**config.mk**
```make
export PLATFORM = sky130hd
export DESIGN_NAME = tx_frame_scheduler
export DESIGN_NICKNAME = d
export VERILOG_FILES = /design/src/rtl/tx_frame_scheduler_pkg.sv /design/src/rtl/tx_frame_scheduler_rr_arbiter.sv /design/src/rtl/tx_frame_scheduler.sv
export SDC_FILE = /design/constraint.sdc
export NUM_CORES = 1
export LEC_CHECK = 0
export ABC_AREA = 1
export ABC_CLOCK_PERIOD_IN_PS = 3080
export BUFFER_PORTS_ARGS = -buffer_cell sky130_fd_sc_hd__buf_2
export CAP_MARGIN = 20
export CORE_UTILIZATION = 50
export DETAILED_ROUTE_END_ITERATION = 6
export PLACE_DENSITY = 0.85
export SLEW_MARGIN = 30
export SYNTH_ARGS = -nofsm -noshare
export SYNTH_HDL_FRONTEND = slang
export SYNTH_SLANG_ARGS = --single-unit
```
**constraint.sdc**
```tcl
create_clock -name clk -period 3.08 [get_ports clk]
set_input_delay 0.154 -clock clk [delete_from_list [all_inputs] [get_ports clk]]
set_output_delay 0.154 -clock clk [all_outputs]
set_load 0.02 [all_outputs]
```
**src/rtl/tx_frame_scheduler_pkg.sv**
```systemverilog
// Shared definitions for the transmit/receive frame schedulers:
// FSM state encoding and default timing constants.
package tx_frame_scheduler_pkg;

  typedef enum logic [1:0] {
    ST_IDLE      = 2'd0,
    ST_LAUNCH    = 2'd1,
    ST_WAIT_DONE = 2'd2,
    ST_GAP       = 2'd3
  } sched_state_e;

  localparam int DEFAULT_IFG_CYCLES     = 12;
  localparam int DEFAULT_TIMEOUT_CYCLES = 64;

  function automatic int max2(input int a, input int b);
    return (a > b) ? a : b;
  endfunction

endpackage

```
**src/rtl/tx_frame_scheduler_rr_arbiter.sv**
```systemverilog
// Combinational round-robin pick: first set request strictly after rr_ptr,
// wrapping, so the previous winner gets lowest priority.
module tx_frame_scheduler_rr_arbiter #(
  parameter  int NUM_REQ = 4,
  localparam int PW      = $clog2(NUM_REQ)
) (
  input  logic [NUM_REQ-1:0] req_i,
  input  logic [PW-1:0]      rr_ptr_i,
  output logic               valid_o,
  output logic [PW-1:0]      winner_o,
  output logic [NUM_REQ-1:0] grant_o
);

  int          idx;
  logic [PW-1:0] idx_w;

  always_comb begin
    valid_o  = 1'b0;
    winner_o = '0;
    grant_o  = '0;
    idx      = 0;
    idx_w    = '0;
    for (int k = 1; k <= NUM_REQ; k++) begin
      idx   = (int'(rr_ptr_i) + k) % NUM_REQ;
      idx_w = PW'(idx);
      if (!valid_o && req_i[idx_w]) begin
        valid_o        = 1'b1;
        winner_o       = idx_w;
        grant_o[idx_w] = 1'b1;
      end
    end
  end

endmodule

```
**src/rtl/tx_frame_scheduler.sv**
```systemverilog
// Round-robin scheduler sharing one frame transmitter among NUM_REQ requesters,
// with payload latch, inter-frame gap and a watchdog for a missing tx_done.
module tx_frame_scheduler
  import tx_frame_scheduler_pkg::*;
#(
  parameter int NUM_REQ        = 4,
  parameter int DATA_W         = 32,
  parameter int IFG_CYCLES     = DEFAULT_IFG_CYCLES,
  parameter int TIMEOUT_CYCLES = DEFAULT_TIMEOUT_CYCLES
) (
  input  logic                      clk,
  input  logic                      rst_n,
  input  logic [NUM_REQ-1:0]        req,
  input  logic [NUM_REQ*DATA_W-1:0] req_data,
  output logic [NUM_REQ-1:0]        grant,
  output logic [NUM_REQ-1:0]        done,
  output logic                      tx_en,
  output logic [DATA_W-1:0]         tx_data,
  input  logic                      tx_done,
  output logic                      busy,
  output logic                      timeout_err,
  output logic [15:0]               frames_sent
);

  localparam int PW = $clog2(NUM_REQ);
  localparam int CW = $clog2(max2(IFG_CYCLES, TIMEOUT_CYCLES) + 1);

  sched_state_e        state_q, state_d;
  logic [PW-1:0]       rr_ptr_q, rr_ptr_d;
  logic [NUM_REQ-1:0]  grant_q, grant_d;
  logic [NUM_REQ-1:0]  done_q, done_d;
  logic                tx_en_q, tx_en_d;
  logic [DATA_W-1:0]   tx_data_q, tx_data_d;
  logic                busy_q, busy_d;
  logic                timeout_q, timeout_d;
  logic [15:0]         frames_sent_q, frames_sent_d;
  logic [CW-1:0]       tmo_cnt_q, tmo_cnt_d;
  logic [CW-1:0]       gap_cnt_q, gap_cnt_d;

  logic                arb_valid;
  logic [PW-1:0]       arb_winner;
  logic [NUM_REQ-1:0]  arb_grant;
  logic [DATA_W-1:0]   payload [NUM_REQ];

  for (genvar gi = 0; gi < NUM_REQ; gi++) begin : g_payload
    assign payload[gi] = req_data[gi*DATA_W +: DATA_W];
  end

  tx_frame_scheduler_rr_arbiter #(.NUM_REQ(NUM_REQ)) u_arb (
    .req_i    (req),
    .rr_ptr_i (rr_ptr_q),
    .valid_o  (arb_valid),
    .winner_o (arb_winner),
    .grant_o  (arb_grant)
  );

  always_comb begin
    state_d       = state_q;
    rr_ptr_d      = rr_ptr_q;
    grant_d       = grant_q;
    done_d        = '0;
    tx_en_d       = 1'b0;
    tx_data_d     = tx_data_q;
    timeout_d     = 1'b0;
    frames_sent_d = frames_sent_q;
    tmo_cnt_d     = tmo_cnt_q;
    gap_cnt_d     = gap_cnt_q;
    unique case (state_q)
      ST_IDLE: begin
        if (arb_valid) begin
          grant_d   = arb_grant;
          tx_data_d = payload[arb_winner];
          rr_ptr_d  = arb_winner;
          tx_en_d   = 1'b1;
          state_d   = ST_LAUNCH;
        end
      end
      ST_LAUNCH: begin
        tmo_cnt_d = '0;
        state_d   = ST_WAIT_DONE;
      end
      ST_WAIT_DONE: begin
        // tx_done takes precedence over a watchdog expiry in the same cycle
        if (tx_done) begin
          done_d        = grant_q;
          frames_sent_d = frames_sent_q + 16'd1;
          grant_d       = '0;
          gap_cnt_d     = CW'(IFG_CYCLES - 1);
          state_d       = ST_GAP;
        end else if (tmo_cnt_q == CW'(TIMEOUT_CYCLES - 1)) begin
          timeout_d = 1'b1;
          grant_d   = '0;
          gap_cnt_d = CW'(IFG_CYCLES - 1);
          state_d   = ST_GAP;
        end else begin
          tmo_cnt_d = tmo_cnt_q + CW'(1);
        end
      end
      ST_GAP: begin
        if (gap_cnt_q == '0) state_d = ST_IDLE;
        else                 gap_cnt_d = gap_cnt_q - CW'(1);
      end
      default: state_d = ST_IDLE;
    endcase
    busy_d = (state_d != ST_IDLE);
  end

  always_ff @(posedge clk or negedge rst_n) begin
    if (!rst_n) begin
      state_q       <= ST_IDLE;
      rr_ptr_q      <= PW'(NUM_REQ - 1);
      grant_q       <= '0;
      done_q        <= '0;
      tx_en_q       <= 1'b0;
      tx_data_q     <= '0;
      busy_q        <= 1'b0;
      timeout_q     <= 1'b0;
      frames_sent_q <= '0;
      tmo_cnt_q     <= '0;
      gap_cnt_q     <= '0;
    end else begin
      state_q       <= state_d;
      rr_ptr_q      <= rr_ptr_d;
      grant_q       <= grant_d;
      done_q        <= done_d;
      tx_en_q       <= tx_en_d;
      tx_data_q     <= tx_data_d;
      busy_q        <= busy_d;
      timeout_q     <= timeout_d;
      frames_sent_q <= frames_sent_d;
      tmo_cnt_q     <= tmo_cnt_d;
      gap_cnt_q     <= gap_cnt_d;
    end
  end

  assign grant       = grant_q;
  assign done        = done_q;
  assign tx_en       = tx_en_q;
  assign tx_data     = tx_data_q;
  assign busy        = busy_q;
  assign timeout_err = timeout_q;
  assign frames_sent = frames_sent_q;

endmodule
```
==> reports/summary.txt, run 1 <==
Dominant cell type by area after synthesis = dfrtp_1
DR pass1 iterations = 5
Final period util = 91.30%
Ant diodes = 0
Die W = 103.1 um
Core area = 9819 um2
Hold Violations, Final = 0
Number of port buffers = 193
Slew @ Worst Pin = 679.6 ps
Clock tree buffer depth = 2
Total number of vias = 5,274
H-tree depth = 3
Crit. Startpoint = rr_ptr_q[0]$_DFFE_PN1P_
Final net count = 1,066
# setup viols final = 0
Count leader, synth = nand2_1
Ports = 194
Asr flop ratio synth = 100.0%
TNS Setup = 0 ps
Yosys warnings = 0
Core Rows = 36
Flop and latch count out of synthesis = 77
CTS Buf Count = 9
Post-cts resize count = 0
DRC violation count after routing = 0
Worst hold path class = primary input to flip-flop
CTS tree = yes
Seq/Total Area, Yosys = 37.78%
Via/cell ratio = 4.994
Crit end category = flip-flop
Crit-path max FO = 13
Reg-to-reg slack, setup = 270 ps
Vias in the first global route = 4,895
Area contributors post-synth = dfrtp_1 37%, nand2_1 16%, inv_1 9.6%, nand3_1 9.6%, nand4_1 5.3%
Peak supply drop = 0.6638 mV
Number of flops mapped to enable cells by yosys = 0
Die area = 10,620 um2
WP data arrival = 3090 ps
Clk Latency, worst-skew pair = 350 ps
Mean Syn Cell Area = 6.921 um2
Routed length per instance = 12.53 um
Initial antenna violation count = 0
Post-DRT Antenna Nets = 0
Synth unique cells = 37
Clk sinks = 77
Area fraction of the dominant cell type after synthesis = 36.75%
Achievable Freq = 355.6 MHz
Leak = 0.003827 uW
Critical path destination = tx_data[6]$_DFFE_PN0P_
HPWL after DPL = 9793 um
Ys flop type = dfrtp_1
Critical R2R Capture = tx_data[6]$_DFFE_PN0P_
Setup Slack @ Placement = 300.1 ps
Path depth of the worst reg2reg path = 12
Pins Over Slew Limit = 0
WL final = 13,240 um
# hold bufs at CTS = 2
Clock root buffer = clkbuf_8
Synthesized cell area = 5107 um2
Clock skew = 8.813 ps
Largest net degree at the start of global routing = 92
Final setup margin = 268.0 ps
Crit path required time = 3360 ps
Synth top cells by count = 212 x nand2_1, 131 x inv_1, 98 x nand3_1
RR Startpoint = rr_ptr_q[0]$_DFFE_PN1P_
First-pass GRT wire length = 21,180 um
Placer congestion estimate = 0.8284
Iter 0 DRT Violations = 246
Crit Path Class = flip-flop to flip-flop
Total gr overflow = 0
Starting Density = 52.01%
PD cells = 892.5 nW/um2
Layout cells sized above 1 = 25.89%
Status = completed
Post-CTS setup buffer count = 0
Max Cap Violations = 0
Setup crit start kind = flip-flop
Synth-to-Final Area Change = 23.96%
RSZ-0062 raised after global routing = false
Total track usage = 25.41%
Clock-pin slew on the worst setup and hold paths = 80 ps
Min Tclk post-route = 2812 ps
Slew headroom = 54.34%
Die Y = 103.1 um
Syn_nets = 884
Mapped Cells = 738
==> flip-flops by register name, indices dropped and copies added, names as in the netlist <==
register / count
tx_data: 32
frames_sent: 16
gap_cnt_q: 7
tmo_cnt_q: 7
done: 4
grant: 4
rr_ptr_q: 2
state_q: 2
busy: 1
timeout_err: 1
tx_en: 1
==> per-stage QoR <==
stage | utilization, % | power (uW) | hold slack, ps | cell area [um2] | instances
global route | 64.48 | 6155 | 107.4 | 6331 | 1056
floorplan | - | 4159 | -141.6 | 5107 | 738
CTS | 64.44 | 5666 | 96.13 | 6327 | 1056
detailed placement | 62.67 | 5004 | 346.7 | 6153 | 1040
finish | 64.48 | 5651 | 109.0 | 6331 | 1056
global placement | 62.67 | 4966 | 338.8 | 6153 | 1040
==> logic make-up (layout without fill, tap and decap cells) <==
family	count (synthesis)	count (layout)	share of synthesized area, %
buffers and inverters	167	352	13.28
DFF	77	77	37.78
and+or+nand+nor	429	429	38.98
adders and majority gates	11	11	2.695
AOI/OAI and AO/OA	37	37	4.361
xor gates and xnor gates	17	17	2.915
==> worst min path at each step <==
| stage | cells after the start | slack (ps) | end | startpoint |
|---|---|---|---|---|
| after global placement | 2 | 340 | timeout_err$_DFF_PN0_ | tx_done |
| final | 4 | 110 | tx_data[4]$_DFFE_PN0P_ | req_data[36] |
| after detailed placement | 2 | 350 | timeout_err$_DFF_PN0_ | tx_done |
| after CTS | 4 | 100 | tx_data[4]$_DFFE_PN0P_ | req_data[36] |
| after global routing | 4 | 110 | tx_data[4]$_DFFE_PN0P_ | req_data[36] |
| after floorplan | 0 | -140 | busy$_DFF_PN0_ | rst_n |
==> report_power, final <==
| group | leakage, uW | total (uW) | internal (uW) | switching [uW] |
|---|---|---|---|---|
| clock | 0.0000767 | 641 | 279 | 362 |
| sequential | 0.00101 | 1550 | 1320 | 231 |
| combinational | 0.00274 | 3460 | 1200 | 2260 |
==> per-layer routing <==
layer  global-route usage (%)  wire [um]  vias to the layer above
li1                         -          -                     2675
met1                    30.68       5490                     2356
met2                    43.64       6461                      211
met3                    6.237        937                       32
met4                    9.967        345                        0
met5                        0          0                        -
==> layout make-up <==
| class | instances | area (um2) |
|---|---|---|
| Multi-Input combinational cell | 494 | 2500 |
| Clock buffer | 9 | 123.9 |
| Sequential cell | 77 | 1929 |
| Fill cell | 936 | 3488 |
| Clock inverter | 5 | 30.03 |
| Tap cell | 133 | 166.4 |
| Timing Repair Buffer | 205 | 1080 |
| Inverter | 133 | 501.7 |
==> layout by cell type (no fill, tap or decap), types with 9 or more instances in the layout <==
cell / n
buf_4: 9
clkbuf_8: 9
buf_2: 192
or2_1: 26
nand4_1: 43
inv_1: 131
a21oi_1: 11
dfrtp_1: 75
nand3_1: 98
ha_1: 11
nand2_1: 212
xor2_1: 10
nor2_1: 27
==> worst max-delay path, stage by stage (launching register included) <==
cell	delay, ps
dfstp_2	680
inv_4	100
ha_1	400
inv_1	110
nand2_2	110
nand2_4	100
nor2_8	180
nand2_1	130
nor2_1	130
a21oi_2	60
nor2_2	480
nand3_1	170
nand3_1	120
Power figures use the tool's default switching activity.
==> inputs of run 2 (changes only) <==
- ABC_CLOCK_PERIOD_IN_PS: 3080 -> 2470
- CORE_UTILIZATION: 50 -> 45
- PLACE_DENSITY: 0.85 -> 0.82
- SYNTH_HIERARCHICAL: unset -> 1
- clock period: 3.08 -> 2.47 ns (I/O delays scaled with it)
==> run 2 against run 1 <==
Register-to-register slack worse by 250 ps. Synthesized cell count decreased by 7.2%. Largest cell class unchanged. Largest power group unchanged. Hold slack got worse by 70 ps. Highest routed layer unchanged. Worst setup slack worse by 250 ps. Critical endpoint is now tx_data[8]$_DFFE_PN0P_.
==> reports/summary.txt, run 2 <==
Status = completed
Switching portion of total power = 49.90% (-0.59 points)
Non-Filler Cell Area, Final = 6648 um2 (+5.0%)
Number of port buffers = 193 (unchanged)
Area fraction of the dominant cell type after synthesis = 38.45% (+1.7 points)
Count leader, synth = nand2_1
Largest net degree at the start of global routing = 61 (-34%)
P_sw = 5499 uW (+93%)
Crit Path Class = flip-flop to flip-flop
H-tree depth = 3 (unchanged)
Core area = 10,420 um2 (+6.1%)
Hold Crit Depth = 3 (-1)
Clock skew = 12.92 ps (+4.110 ps)
Final Power = 11,020 uW (+95%)
CTS tree = yes
Post-DRT Antenna Nets = 0 (unchanged)
WHS = 38.96 ps (-70.05 ps)
Vias in the first global route = 4,841 (-1.1%)
Achievable Freq = 408.2 MHz (+15%)
Die area = 11,270 um2 (+6.1%)
Clock root buffer = clkbuf_8
WL final = 14,840 um (+12%)
First-pass GRT wire length = 22,670 um (+7.0%)
Max FFs per register = 32 (unchanged)
Hold path start = tx_done
Clk Latency, worst-skew pair = 360 ps (about the same)
Synthesized cell area = 4881 um2 (-4.4%)
RR Startpoint = rr_ptr_q[0]$_DFFE_PN1P_
HPWL after DPL = 10,490 um (+7.1%)
Critical R2R Capture = tx_data[8]$_DFFE_PN0P_
Area contributors post-synth = dfrtp_1 38%, nand2_1 12%, nor2_1 12%, o21ai_0 7.6%, nand3_1 3.4%
Mean Syn Cell Area = 7.125 um2 (+3.0%)
CTS Buf Count = 9 (unchanged)
PD cells = 1658 nW/um2 (+86%)
Total track usage = 25.45% (+0.033 points)
Pins Over Slew Limit = 0 (unchanged)
DRC violation count after routing = 0 (unchanged)
Worst hold path class = primary input to flip-flop
Worst path top cell family by delay = flip-flops
Crit path required time = 2700 ps (-660 ps)
Hold Violations, Final = 0 (unchanged)
CP cell instances = inv_8, ha_4, inv_2, nand3_4, nand2_4, nor2_4, nand3_2, a21oi_4, buf_12, inv_4, clkbuf_16, o21ai_0, a31oi_1
Hold endpoint = done[1]$_DFF_PN0_
Peak supply drop = 1.239 mV (+87%)
Die W = 106.1 um (+3.0%)
Dominant cell type by area after synthesis = dfrtp_1
Starting Density = 46.86% (-5.2 points)
Commonest non-fill, non-tap cell in the layout = buf_2
Total number of vias = 5,400 (+2.4%)
WP depth = 13 (+1)
Clock-pin slew on the worst setup and hold paths = 90 ps (about the same)
Initial antenna violation count = 1 (+1)
Setup crit start kind = flip-flop
Share of power burned in registers = 18.8% (-8.6 points)
Via/cell ratio = 5.197 (+4.1%)
Crit-path max FO = 30 (+17)
Slew headroom = 60.47% (+6.1 points)
Slew @ Worst Pin = 593.0 ps (-86.63 ps)
Min Tclk post-route = 2450 ps (-362.2 ps)
Die Y = 106.1 um (+3.0%)
Commonest non-fill, non-tap cells in the layout = 192 x buf_2, 161 x nand2_1, 148 x nor2_1, 75 x dfrtp_1, 40 x o21ai_0
Ports = 194 (unchanged)
Layout cells sized above 1 = 32.71% (+6.8 points)
Synth-to-Final Area Change = 36.20%
Path depth of the worst reg2reg path = 13 (+1)
Max Cap Violations = 0 (unchanged)
DR pass1 iterations = 5 (unchanged)
Clock tree buffer depth = 2 (unchanged)
Clk sinks = 77 (unchanged)
Reg-to-reg slack, setup = 20 ps (-250 ps)
Core Rows = 37 (+2.8%)
Total gr overflow = 0 (unchanged)
Iter 0 DRT Violations = 308 (+25%)
P_int = 5522 uW (+97%)
# setup viols final = 0 (unchanged)
CP peak stage delay = 590 ps (-90 ps)
Ys flop type = dfrtp_1
WP data arrival = 2670 ps (-420 ps)
Final net count = 1,044 (-2.1%)
Asr flop ratio synth = 100.0% (unchanged)
Buffers & Inverters on Critical Path = 5 (+3)
Number of flops mapped to enable cells by yosys = 0 (unchanged)
# fillers = 960 (+2.6%)
RSZ-0062 raised after global routing = true
Combinational power share = 72.4% (+11 points)
Seq/Total Area, Yosys = 39.53% (+1.8 points)
Synth unique cells = 38 (+2.7%)
Yosys warnings = 6 (+6)
Routed length per instance = 14.28 um (+14%)
Synth top cells by count = 161 x nand2_1, 151 x nor2_1, 75 x dfrtp_1
Flop and latch count out of synthesis = 77 (unchanged)
Placed cell areas = 6091 um2 (-1.0%)
Final period util = 99.18% (+7.9 points)
Crit. Startpoint = rr_ptr_q[0]$_DFFE_PN1P_
Leak = 0.003422 uW (-11%)
Syn_nets = 832 (-5.9%)
Crit path max-delay cell type = dfstp_2
Clock share of power = 8.8% (-2.5 points)
Mapped Cells = 685 (-7.2%)
Placer congestion estimate = 0.9295 (+12%)
Crit end category = flip-flop
-- run 2: changes by cell type after synthesis, moves of 6 or more --
cell	delta
nor2_1	+124
inv_1	-94
o21ai_0	+67
nand3_1	-65
nand2_1	-51
nand4_1	-29
or2_1	-26
a31oi_1	+15
buf_2	-10
o22ai_1	+10
clkbuf_1	+6
nand2_4	+6
-- run 2: kinds of logic after synthesis --
| group | share of synthesized area (%) |
|---|---|
| flip-flops | 39.53 |
| AO/OA/AOI/OAI | 14.28 |
| adder cells (fa/ha/maj) | 3.076 |
| AND/OR/NAND/NOR | 34.73 |
| XOR/XNOR | 1.948 |
| buffers and inverters | 6.434 |
-- run 2: through the flow --
| stage | instances | setup slack [ps] | utilization [%] | TNS, ps |
|---|---|---|---|---|
| after CTS | 1022 | 33.16 | 60.42 | 0 |
| after global placement | 1005 | 91.87 | 58.47 | 0 |
| final | 1039 | 20.27 | 63.82 | 0 |
| after detailed placement | 1005 | 58.84 | 58.47 | 0 |
| after global routing | 1039 | -121.3 | 63.82 | -1038 |
| after floorplan | 685 | 65.04 | - | 0 |
-- run 2: layer usage --
layer  vias to the layer above  wire length, um  global-route usage (%)
met4                         0              521                   12.90
met1                      2495             6167                   30.97
met5                         -                0                       0
li1                       2660                -                       -
met3                        41              843                   4.844
met2                       204             7308                   42.86
-- run 2: cell type report --
class / count / area, um2 / area share [%]
Multi-Input combinational cell: 535 / 2723 / 40.96
Sequential cell: 77 / 1929 / 29.02
Timing Repair Buffer: 230 / 1453 / 21.85
Inverter: 44 / 177.7 / 2.673
Tap cell: 136 / 170.2 / 2.560
Clock buffer: 12 / 145.1 / 2.183
Clock inverter: 4 / 47.55 / 0.7152
Antenna cell: 1 / 2.502 / 0.03764
-- run 2: worst max path at each step --
stage,endpoint,slack [ps]
2_1_floorplan,tx_data[29]$_DFFE_PN0P_,70
3_3_place_gp,tx_data[21]$_DFFE_PN0P_,90
3_5_place_dp,tx_data[11]$_DFFE_PN0P_,60
4_1_cts,tx_data[2]$_DFFE_PN0P_,30
5_1_grt,tx_data[8]$_DFFE_PN0P_,-120
6_report,tx_data[8]$_DFFE_PN0P_,20
-- run 2: tightest hold or removal path: stages --
cell     delay (ps)
buf_2           140
nand2_1          60
nor2_1           40
-- run 2: power groups by stage --
stage	registers, uW	clock network, uW	logic, uW
2_1_floorplan	2460	0	4300
3_3_place_gp	2070	0	6370
3_5_place_dp	2080	0	6470
4_1_cts	2060	989	6500
5_1_grt	2120	1050	8800
6_report	2070	969	7980
-- run 2: what timing repair did --
item | 4_1_cts | 5_1_grt
hold buffers | 1 | 0
setup endpoints to repair | 0 | 34
buffers inserted | 0 | 10
hold endpoints to repair | 45 | 0
resized for setup | 0 | 62
==> inputs of run 3 (changes only) <==
- PLACE_DENSITY: 0.82 -> 0.81
- SYNTH_HIERARCHICAL: 1 -> unset
==> run 3 against run 2 <==
First-iteration DRC count increased by 60%. Worst setup slack better by 4.7 ps. Via count grew 2.7%. Sequential cell count did not move. Critical path type unchanged. Clock skew fell by 5.8 ps. Largest power group unchanged. Final cell count grew 5.4%. Utilization fell by 0.46 points. Global-route usage fell by 1.4 points. Combinational power decreased by 31%. Design area increased by 4.2%.
==> reports/summary.txt, run 3 (synthesis gave the netlist of run 1 again) <==
Clk sinks = 77 (unchanged)
Synth-to-Final Area Change = 35.67%
Leak = 0.004106 uW (+20%)
WL final = 14,850 um (about the same)
Pins Over Slew Limit = 0 (unchanged)
Number of port buffers = 193 (unchanged)
Hold Violations, Final = 0 (unchanged)
Slew @ Worst Pin = 707.9 ps (+115.0 ps)
Core Rows = 38 (+2.7%)
Largest net degree at the start of global routing = 78 (+28%)
Finished Layout Cells = 1,095 (+5.4%)
Starting Density = 46.70% (-0.15 points)
Post-DRT Antenna Nets = 0 (unchanged)
Core area = 10,940 um2 (+5.0%)
First-pass GRT wire length = 22,330 um (-1.5%)
Commonest non-fill, non-tap cells in the layout = 208 x nand2_1, 192 x buf_2, 130 x inv_1, 97 x nand3_1, 75 x dfrtp_1
Ports = 194 (unchanged)
# fillers = 942 (-1.9%)
Worst hold path class = primary input to flip-flop
H-tree depth = 3 (unchanged)
Commonest non-fill, non-tap cell in the layout = nand2_1
Total gr overflow = 0 (unchanged)
CTS Buf Count = 9 (unchanged)
Die W = 108.5 um (+2.3%)
TNS Setup = 0 ps (unchanged)
Layout cells sized above 1 = 29.21% (-3.5 points)
Combinational power share = 63.6% (-8.8 points)
Crit Path Class = flip-flop to flip-flop
Clock tree buffer depth = 2 (unchanged)
# setup viols final = 0 (unchanged)
P_int = 4680 uW (-15%)
PD cells = 1254 nW/um2 (-24%)
Achievable Freq = 409.0 MHz (+0.19%)
Max Cap Violations = 0 (unchanged)
DR pass1 iterations = 5 (unchanged)
Clk Latency, worst-skew pair = 340 ps (-20 ps)
Ant diodes = 0 (-1)
Crit-path max FO = 9 (-70%)
P_sw = 4011 uW (-27%)
Crit path required time = 2690 ps (about the same)
Final net count = 1,096 (+5.0%)
Routed length per instance = 13.56 um (-5.1%)
Clock skew = 7.123 ps (-5.800 ps)
Status = completed
Min Tclk post-route = 2445 ps (-4.739 ps)
CTS tree = yes
Crit end category = flip-flop
Vias in the first global route = 4,942 (+2.1%)
Setup crit start kind = flip-flop
Final period util = 98.99% (-0.19 points)
Slew headroom = 52.80% (-7.7 points)
Clock-pin slew on the worst setup and hold paths = 60 ps (-30 ps)
Share of power burned in registers = 22.0% (+3.2 points)
Placer congestion estimate = 0.8897 (-4.3%)
Total track usage = 24.02% (-1.4 points)
Clock share of power = 14.4% (+5.6 points)
Switching portion of total power = 46.15% (-3.7 points)
Clock root buffer = clkbuf_16
HPWL after DPL = 9947 um (-5.2%)
Die area = 11,780 um2 (+4.6%)
Via/cell ratio = 5.063 (-2.6%)
Total number of vias = 5,544 (+2.7%)
DRC violation count after routing = 0 (unchanged)
Max FFs per register = 32 (unchanged)
DP Cell Count = 1,067 (+6.2%)
Die Y = 108.5 um (+2.3%)
WP data arrival = 2660 ps (about the same)
Iter 0 DRT Violations = 493 (+60%)
Initial antenna violation count = 0 (-1)
Peak supply drop = 0.6449 mV (-48%)
[run 3: per-layer routing]
metal | global-route usage, % | vias up | part of all wire [%]
li1 | - | 2742 | -
met1 | 30.22 | 2521 | 42
met2 | 40.82 | 251 | 49
met3 | 4.641 | 30 | 6.3
met4 | 8.591 | 0 | 2.1
met5 | 0 | - | 0
[run 3: layout make-up]
| class | instances | area, um2 | area share [%] |
|---|---|---|---|
| Multi-Input combinational cell | 494 | 2561 | 36.96 |
| Tap cell | 140 | 175.2 | 2.528 |
| Clock inverter | 7 | 57.56 | 0.8306 |
| Timing Repair Buffer | 235 | 1476 | 21.31 |
| Inverter | 133 | 504.2 | 7.277 |
| Sequential cell | 77 | 1929 | 27.84 |
| Clock buffer | 9 | 225.2 | 3.250 |
[run 3: per-stage QoR]
step / total power, uW / instance area (um2) / util, % / worst slack [ps] / hold slack, ps
6_report: 8691 / 6929 / 63.36 / 25.01 / 89.61
2_1_floorplan: 5186 / 5107 / - / 56.99 / -172.1
3_3_place_gp: 6328 / 6337 / 57.95 / 41.31 / 309.4
4_1_cts: 7934 / 6701 / 61.28 / 5.371 / 84.03
3_5_place_dp: 6395 / 6337 / 57.95 / -27.28 / 316.8
5_1_grt: 9331 / 6929 / 63.36 / -86.41 / 114.6
[run 3: critical path, cell delays in order, from the launching register on]
cell and delay (ps):
dfstp_2 560, inv_4 50, buf_6 140, nand2_2 80, nand2_2 100, nand2_4 110, nand2_4 80, buf_6 130
o21bai_4 160, nand2_2 110, nand3_4 200, buf_12 210, or2_1 210, nand3_1 110, nand3_1 80
[run 3: path summary, 6_finish.rpt]
path	startpoint	end	slack, ps	depth (start not counted)
worst max-delay path	rr_ptr_q[0]$_DFFE_PN1P_	tx_data[31]$_DFFE_PN0P_	30	14
worst min-delay path	req_data[56]	tx_data[24]$_DFFE_PN0P_	90	4
worst max register to register	rr_ptr_q[0]$_DFFE_PN1P_	tx_data[31]$_DFFE_PN0P_	30	14
worst min register to register	frames_sent[15]$_DFFE_PN0P_	frames_sent[15]$_DFFE_PN0P_	460	1
max in group asynchronous	rst_n	tx_data[4]$_DFFE_PN0P_	1600	2
min in group asynchronous	rst_n	tmo_cnt_q[3]$_DFFE_PN0P_	390	2
[run 3: repair_timing]
item | in CTS | in global routing
pin swaps | 0 | 5
resized for setup | 6 | 16
hold endpoints to repair | 67 | 0
setup endpoints to repair | 26 | 32
gates cloned | 1 | 4
setup buffers | 0 | 5
hold buffers | 2 | 0
[run 3: power by group through the flow]
stage | sequential (uW) | clock, uW | combinational [uW]
5_1_grt | 1950 | 1330 | 6050
2_1_floorplan | 2230 | 0 | 2950
6_report | 1910 | 1250 | 5530
4_1_cts | 1900 | 1280 | 4760
3_5_place_dp | 1900 | 0 | 4490
3_3_place_gp | 1910 | 0 | 4420
